[config.mk]
export PLATFORM = sky130hd
export DESIGN_NAME = mem_arbiter
export DESIGN_NICKNAME = d
export VERILOG_FILES = /design/src/rtl/mem_arb_pkg.sv /design/src/rtl/mem_arbiter_arb_rr2.sv /design/src/rtl/mem_arbiter.sv
export SDC_FILE = /design/constraint.sdc
export NUM_CORES = 1
export LEC_CHECK = 0
export CAP_MARGIN = 20
export CORE_MARGIN = 1.5
export CORE_UTILIZATION = 40
export DETAILED_ROUTE_END_ITERATION = 16
export PLACE_DENSITY = 0.87
export SETUP_SLACK_MARGIN = 0.5
export SLEW_MARGIN = 20
export SYNTH_ARGS = -nofsm -noshare
export SYNTH_HDL_FRONTEND = slang
export SYNTH_HIERARCHICAL = 1
export SYNTH_SLANG_ARGS = --single-unit
[constraint.sdc]
create_clock -name clk -period 4.9 [get_ports clk]
set_input_delay 0.98 -clock clk [delete_from_list [all_inputs] [get_ports clk]]
set_output_delay 0.98 -clock clk [all_outputs]
set_load 0.005 [all_outputs]
[src/rtl/mem_arb_pkg.sv]
// Shared constants for the two-port memory arbiter.
// Owner encoding leaves 0 free to mean "no lock held".
package mem_arb_pkg;

   localparam int ADDR_W    = 9;
   localparam int DATA_W    = 32;
   localparam int MEM_DEPTH = 512;

   localparam logic [1:0] OWN_NONE = 2'd0;
   localparam logic [1:0] OWN_0    = 2'd1;
   localparam logic [1:0] OWN_1    = 2'd2;

   function automatic logic [1:0] own_of(input logic idx);
      return idx ? OWN_1 : OWN_0;
   endfunction

endpackage

[src/rtl/mem_arbiter_arb_rr2.sv]
// Two-way round-robin pick: a tie goes to the port that did not win last.
module arb_rr2 (
   input  logic req0,
   input  logic req1,
   input  logic last_winner,
   output logic win,
   output logic valid
);

   always_comb begin
      valid = req0 | req1;
      win   = 1'b0;
      if (req0 && req1) begin
         win = ~last_winner;
      end else if (req1) begin
         win = 1'b1;
      end
   end

endmodule

[src/rtl/mem_arbiter.sv]
// Shares a single-port memory between two requesters with round-robin
// grants, a bounded burst lock, and registered read return.
module mem_arbiter
   import mem_arb_pkg::*;
#(
   parameter int ADDR_W   = mem_arb_pkg::ADDR_W,
   parameter int DATA_W   = mem_arb_pkg::DATA_W,
   parameter int MAX_LOCK = 8
) (
   input  logic              clk,
   input  logic              rst,
   input  logic              req0,
   input  logic              wr0,
   input  logic [ADDR_W-1:0] addr0,
   input  logic [DATA_W-1:0] wdata0,
   input  logic              lock0,
   output logic              gnt0,
   output logic              rvalid0,
   output logic [DATA_W-1:0] rdata0,
   input  logic              req1,
   input  logic              wr1,
   input  logic [ADDR_W-1:0] addr1,
   input  logic [DATA_W-1:0] wdata1,
   input  logic              lock1,
   output logic              gnt1,
   output logic              rvalid1,
   output logic [DATA_W-1:0] rdata1,
   output logic [ADDR_W-1:0] mem_index,
   output logic              mem_wr,
   output logic [DATA_W-1:0] mem_in,
   input  logic [DATA_W-1:0] mem_out
);

   localparam int CNT_W = $clog2(MAX_LOCK + 1);
   localparam logic [CNT_W-1:0] MAX_C = CNT_W'(MAX_LOCK);

   logic [1:0]        owner_q, owner_d;
   logic [CNT_W-1:0]  cnt_q, cnt_d;
   logic              last_q, last_d;
   logic              rvalid0_q, rvalid0_d;
   logic              rvalid1_q, rvalid1_d;
   logic [DATA_W-1:0] rdata0_q, rdata0_d;
   logic [DATA_W-1:0] rdata1_q, rdata1_d;

   logic own_vld, own_idx, own_req, oth_req, hold;
   logic rr_win, rr_vld, win, win_vld;
   logic beat_wr, beat_lock;

   arb_rr2 u_rr (
      .req0        (req0),
      .req1        (req1),
      .last_winner (last_q),
      .win         (rr_win),
      .valid       (rr_vld)
   );

   always_comb begin
      own_vld = owner_q != OWN_NONE;
      own_idx = owner_q == OWN_1;
      own_req = own_idx ? req1 : req0;
      oth_req = own_idx ? req0 : req1;
      // Owner keeps the port until the cap, unless nobody else is waiting.
      hold    = own_vld & own_req & ((cnt_q < MAX_C) | ~oth_req);
      win     = hold ? own_idx : rr_win;
      win_vld = (hold | rr_vld) & rst;
   end

   always_comb begin
      gnt0      = win_vld & ~win;
      gnt1      = win_vld & win;
      beat_wr   = win ? wr1 : wr0;
      beat_lock = win ? lock1 : lock0;
      mem_index = '0;
      mem_wr    = 1'b0;
      mem_in    = '0;
      if (win_vld) begin
         mem_index = win ? addr1 : addr0;
         mem_wr    = beat_wr;
         mem_in    = win ? wdata1 : wdata0;
      end
   end

   always_comb begin
      owner_d   = owner_q;
      cnt_d     = cnt_q;
      last_d    = last_q;
      rvalid0_d = 1'b0;
      rvalid1_d = 1'b0;
      rdata0_d  = rdata0_q;
      rdata1_d  = rdata1_q;
      if (win_vld) begin
         last_d = win;
         if (!beat_wr) begin
            if (win) begin
               rvalid1_d = 1'b1;
               rdata1_d  = mem_out;
            end else begin
               rvalid0_d = 1'b1;
               rdata0_d  = mem_out;
            end
         end
         // Any unlocked beat clears the lock, whether owner or intruder.
         if (beat_lock) begin
            if (owner_q == own_of(win)) begin
               cnt_d = (cnt_q == MAX_C) ? cnt_q : cnt_q + CNT_W'(1);
            end else begin
               owner_d = own_of(win);
               cnt_d   = CNT_W'(1);
            end
         end else begin
            owner_d = OWN_NONE;
            cnt_d   = '0;
         end
      end
   end

   always_ff @(posedge clk or negedge rst) begin
      if (!rst) begin
         owner_q   <= OWN_NONE;
         cnt_q     <= '0;
         last_q    <= 1'b1;
         rvalid0_q <= 1'b0;
         rvalid1_q <= 1'b0;
         rdata0_q  <= '0;
         rdata1_q  <= '0;
      end else begin
         owner_q   <= owner_d;
         cnt_q     <= cnt_d;
         last_q    <= last_d;
         rvalid0_q <= rvalid0_d;
         rvalid1_q <= rvalid1_d;
         rdata0_q  <= rdata0_d;
         rdata1_q  <= rdata1_d;
      end
   end

   assign rvalid0 = rvalid0_q;
   assign rvalid1 = rvalid1_q;
   assign rdata0  = rdata0_q;
   assign rdata1  = rdata1_q;

endmodule

Word-level counts from Yosys, hierarchy flattened --
Cells that the tools add are included. W data, S select, Z words.
Storage, ports and cells: word-level logic and storage cells 56, input bits 122, register bits 73, output and inout port bits 110
Operators by class: multiplexer cells 24, add/subtract/negate cells 1, bitwise gates (word level) 12, reductions and logical operators 6, order comparisons 1, equal/unequal tests 5
Operators with widths (count):
- $mux W32 | 2
- $mux W9 | 2
- $mux W1 | 14
- $mux W4 | 3
- $mux W2 | 3
- $reduce_and A3 Y1 | 2
- $and A1 B1 Y1 | 5
- $add A4 B1 Y4 const B | 1
- $eq A4 B4 Y1 const B | 1
- $lt A4 B4 Y1 const B | 1
- $not A1 Y1 | 4
- $reduce_and A2 Y1 | 2
- $ne A3 B3 Y1 const B | 1
- $or A1 B1 Y1 | 3
- $eq A2 B2 Y1 | 1
- $eq A2 B2 Y1 const B | 1
- $ne A2 B2 Y1 const B | 1
- $reduce_bool A2 Y1 | 1
- $logic_and A1 B1 Y1 | 1

Depth between registers and ports, before layout --
word-level depth 10, depth in mapped cells 8

Modules after synthesis --
Netlist, hierarchy kept.
Modules (own cells, without submodules):
- mem_arbiter | instances 1, area each 3608.5 um^2, seq. area each 1828.0 um^2, cells each 349
- arb_rr2 | instances 1, area each 13.8 um^2, seq. area each 0.0 um^2, cells each 2

Least setup slack after synthesis --
Ideal clock, no wire load.
path type in2out, start input port req1, end output port mem_in[21], data arrival time 2.309 ns, path slack 1.611 ns, cell stages on the path 8, cell sequence a21boi_1 a21boi_1 a31oi_1 and2_1 buf_2 clkbuf_1 nand2_1 a21oi_1
Between the ends: longest elaborated chain between the ends 7, elaborated cells on any way between the ends 15, classes of those cells mux (7); bitwise (7); reduce/logical (1)
RTL lines:
- from (decl) | line mem_arbiter.sv:20 | input logic req1,
- $mux W1 | line mem_arbiter.sv:61 | oth_req = own_idx ? req0 : req1;
- $not A1 Y1 | line mem_arbiter.sv:63 | hold = own_vld & own_req & ((cnt_q < MAX_C) | ~oth_req);
- $or A1 B1 Y1 | line mem_arbiter.sv:63
- $and A1 B1 Y1 | line mem_arbiter.sv:63
- $mux W1 or $or A1 B1 Y1 (tied branches) | line mem_arbiter.sv:64, mem_arbiter.sv:65
- $mux W32 or $and A1 B1 Y1 (tied branches) | line mem_arbiter.sv:79, mem_arbiter.sv:65
- $mux W32 * | line mem_arbiter.sv:76 | if (win_vld) begin
- to (decl) | line mem_arbiter.sv:30 | output logic [DATA_W-1:0] mem_in,
Every way passes the cells marked *; elsewhere a longest branch is shown, timed or not.

Worst setup path after layout --
start input port req1, end output port mem_index[0]
Between the ends: elaborated cells on any way between the ends 15, classes of those cells mux (7); bitwise (7); reduce/logical (1)
RTL lines:
- $mux W1 or $logic_and A1 B1 Y1 (tied branches) | line mem_arbiter_arb_rr2.sv:15, mem_arbiter_arb_rr2.sv:13
- $mux W1 * | line mem_arbiter_arb_rr2.sv:13 | if (req0 && req1) begin
- named net rr_win | line mem_arbiter.sv:46 | logic rr_win, rr_vld, win, win_vld;
- $mux W1 * | line mem_arbiter.sv:64 | win = hold ? own_idx : rr_win;
- $mux W9 * | line mem_arbiter.sv:77 | mem_index = win ? addr1 : addr0;
- $mux W9 * | line mem_arbiter.sv:76
- to (decl) | line mem_arbiter.sv:28 | output logic [ADDR_W-1:0] mem_index,
Mark *: on every way through the listed nets, which the timed path passes. The rest lies on a longest branch.

==> reports/qor.csv <==
metric,value,unit
core area,8760,sq um
Non-Filler Instances,689,
synth unique cells,39,
TritonRoute pass-1 iters,6,
routability-driven placement congestion ratio,0.802,
clk_lat worst skew,0.34,ns
drt drc,0,
Worst VDD drop,0.000339,V
most frequent cells in the layout,"clkdlybuf4s50_1 (228), nand2_1 (92), dfrtp_1 (72), a21oi_1 (46), mux2_1 (34)",
Crit path largest cell delay,0.55,ns
Clock Tree Buf Depth,2,
Slew HR,42.8,%
site row count,34,
syn nets,475,
n_diodes,0,
Setup Crit Path Kind,in2out,
"Seq/Total Area, Yosys",50.5,%
Root Buffer,clkbuf_8,
drt total wl,11.9,mm
unrepaired setup endpoints after global routing,false,
Worst Hold Class,in2async,
pre-CTS setup slack,0.383,ns
skew final,0.00898,ns
CP max-delay cell,clkdlybuf4s50_1,
H-tree Lvls,3,
power per cell area,497,nW/um^2
clock slew at the register clock pins of the worst setup and hold paths,0.08,ns
final worst setup slack,0.679,ns
DR iter-0 viols,171,
DR WL/cell,17.3,um
Yosys warnings,6,
layout cells sized above 1,9.98,%
Fin Setup TNS,0,ns
first-pass GRT wire length,19.0,mm
clk sinks,73,
Final nets,700,
I/O pin total,232,
endpoints failing setup,0,
Yosys reg bits,73,
dpl cells,673,
CP arrival,3.24,ns
Setup crit start kind,input port,
die area,9640,sq um
vias in the first global route,3724,
CTS Hold Bufs,0,
number of buffers created by CTS,9,
total of max-cap violations,0,
fmax,237,MHz
post-route ant nets,0,
"commonest non-fill, non-tap cell in the layout",clkdlybuf4s50_1,
crit path capture type,output port,
Worst Reg-to-Reg Cells,8,
leakage,2.59,nW
Synth Cell Area,3620,sq um
gr ovfl total,0,
initial core utilization,41.3,%
setup bufs post-CTS,0,
Period minus WS final,4.22,ns
"critical path, cell by cell","dlygate4sd2_1, a21boi_2, a21boi_1, a31oi_1, and2_1, buf_12, nand2_1, a21oi_1, clkdlybuf4s50_1",
crit-path max FO,44,
area grow syn2layout,72.7,%
die width,98.2,um
"Slew Viols, Final",0,
status,completed,
vias,3539,
initial antenna violation count,0,
Final Hold Fails,0,
largest net degree at the start of global routing,71,
input/output buffers,231,
dpl hpwl,8.89,mm
total track usage,24.9,%
Syn Area/Cell,10.3,sq um
CP Data Required Time,3.92,ns
CTS tree,yes,
vias per cell,5.14,
Final period util,86.1,%
Worst-Margin Slew,0.857,ns
Die Ht,98.2,um
Synth Instances,351,
[synth_stat cells]
library cell	number	area, sq um
a21boi_1	3	22.5
a21o_1	1	7.51
a21oi_1	46	230
a2bb2oi_1	1	8.76
a31oi_1	1	6.26
a41o_1	1	10.0
a41oi_2	1	16.3
and2_1	2	12.5
and3_1	2	12.5
and4b_1	1	10.0
buf_1	4	15.0
buf_2	3	15.0
buf_4	3	22.5
buf_6	3	33.8
clkbuf_1	10	37.5
dfrtp_1	72	1800
dfstp_2	1	26.3
ha_1	2	25.0
inv_1	6	22.5
mux2_1	34	383
mux2_2	30	338
nand2_1	92	345
nand2b_1	2	12.5
nand3_1	4	20.0
nand3b_1	1	7.51
nand4_1	1	6.26
nor2_1	3	11.3
nor2b_1	1	6.26
nor3_4	2	32.5
nor4_1	3	18.8
o2111ai_1	1	8.76
o211ai_1	1	7.51
o21ai_0	6	30.0
o21bai_1	1	7.51
o22a_1	1	8.76
o2bb2ai_1	2	17.5
o311ai_1	1	8.76
o32a_1	1	10.0
or2_1	1	6.26
[path summary, 6_finish.rpt]
path | endpoint | from | slack [ns]
setup reg to reg | rdata0[22] | last_q | 2.45
hold reg to reg | last_q | last_q | 0.48
hold / removal | owner_q[1] | rst | 0.44
min in group clk | last_q | last_q | 0.48
max in group asynchronous | rdata0[3] | rst | 3.41
setup / recovery | mem_index[0] | req1 | 0.68
[through the flow]
step | power, W | hold WS (ns) | utilization (%) | instance area (sq um)
2_1_floorplan | 0.00162 | 0.441 | - | 3620
5_1_grt | 0.00331 | 0.421 | 71.4 | 6250
4_1_cts | 0.00315 | 0.423 | 71.3 | 6250
3_3_place_gp | 0.00257 | 0.458 | 68.9 | 6040
3_5_place_dp | 0.00263 | 0.466 | 68.9 | 6040
6_report | 0.00311 | 0.438 | 71.4 | 6250
[cell families (layout without fill, tap and decap cells)]
kind of cell | after synthesis | in the layout | synth area share (%)
simple gates | 115 | 115 | 13.9
flops | 73 | 73 | 50.5
compound gates | 68 | 68 | 11.1
mux | 64 | 64 | 19.9
buf+inv | 29 | 259 | 4.04
fa+ha+maj | 2 | 2 | 0.691
[area by class of cell]
class,instances,area (sq um)
fill,629,2510
clock buffer,10,138
clock inverter,6,75.1
multi-input combinational,249,1660
tap,108,135
sequential,73,1830
timing repair buffer,237,2390
inverter,6,22.5
[power breakdown]
group	internal (W)	switching, W
Clock	0.000256	0.000236
Sequential	0.000894	0.000159
Combinational	0.000984	0.000583
[registers in the layout, indices dropped and copies added, names as in the netlist]
name     count
last_q       1
cnt_q        4
rdata1      32
rvalid1      1
rdata0      32
owner_q      2
rvalid0      1
[routing by layer]
layer | share of wire [%] | routed length, um | global-route usage (%) | up-vias
li1 | - | - | - | 1661
met3 | 7.3 | 865 | 8.88 | 23
met1 | 39 | 4650 | 29.1 | 1723
met2 | 52 | 6190 | 43.2 | 132
met4 | 1.9 | 221 | 7.15 | 0
met5 | 0 | 0 | 0 | -
[worst max-delay path: cells and delay by family]
family | cells | cell delay [ns]
buffers and inverters | 3 | 1.09
and+or+nand+nor | 2 | 0.31
AOI/OAI and AO/OA | 4 | 0.84
[what timing repair did]
item,in CTS,in global routing
endpoints found under the setup margin,38,42
resized for setup,2,1
endpoints found under the hold margin,0,0
No activity file was read; power rests on OpenSTA's default activity.
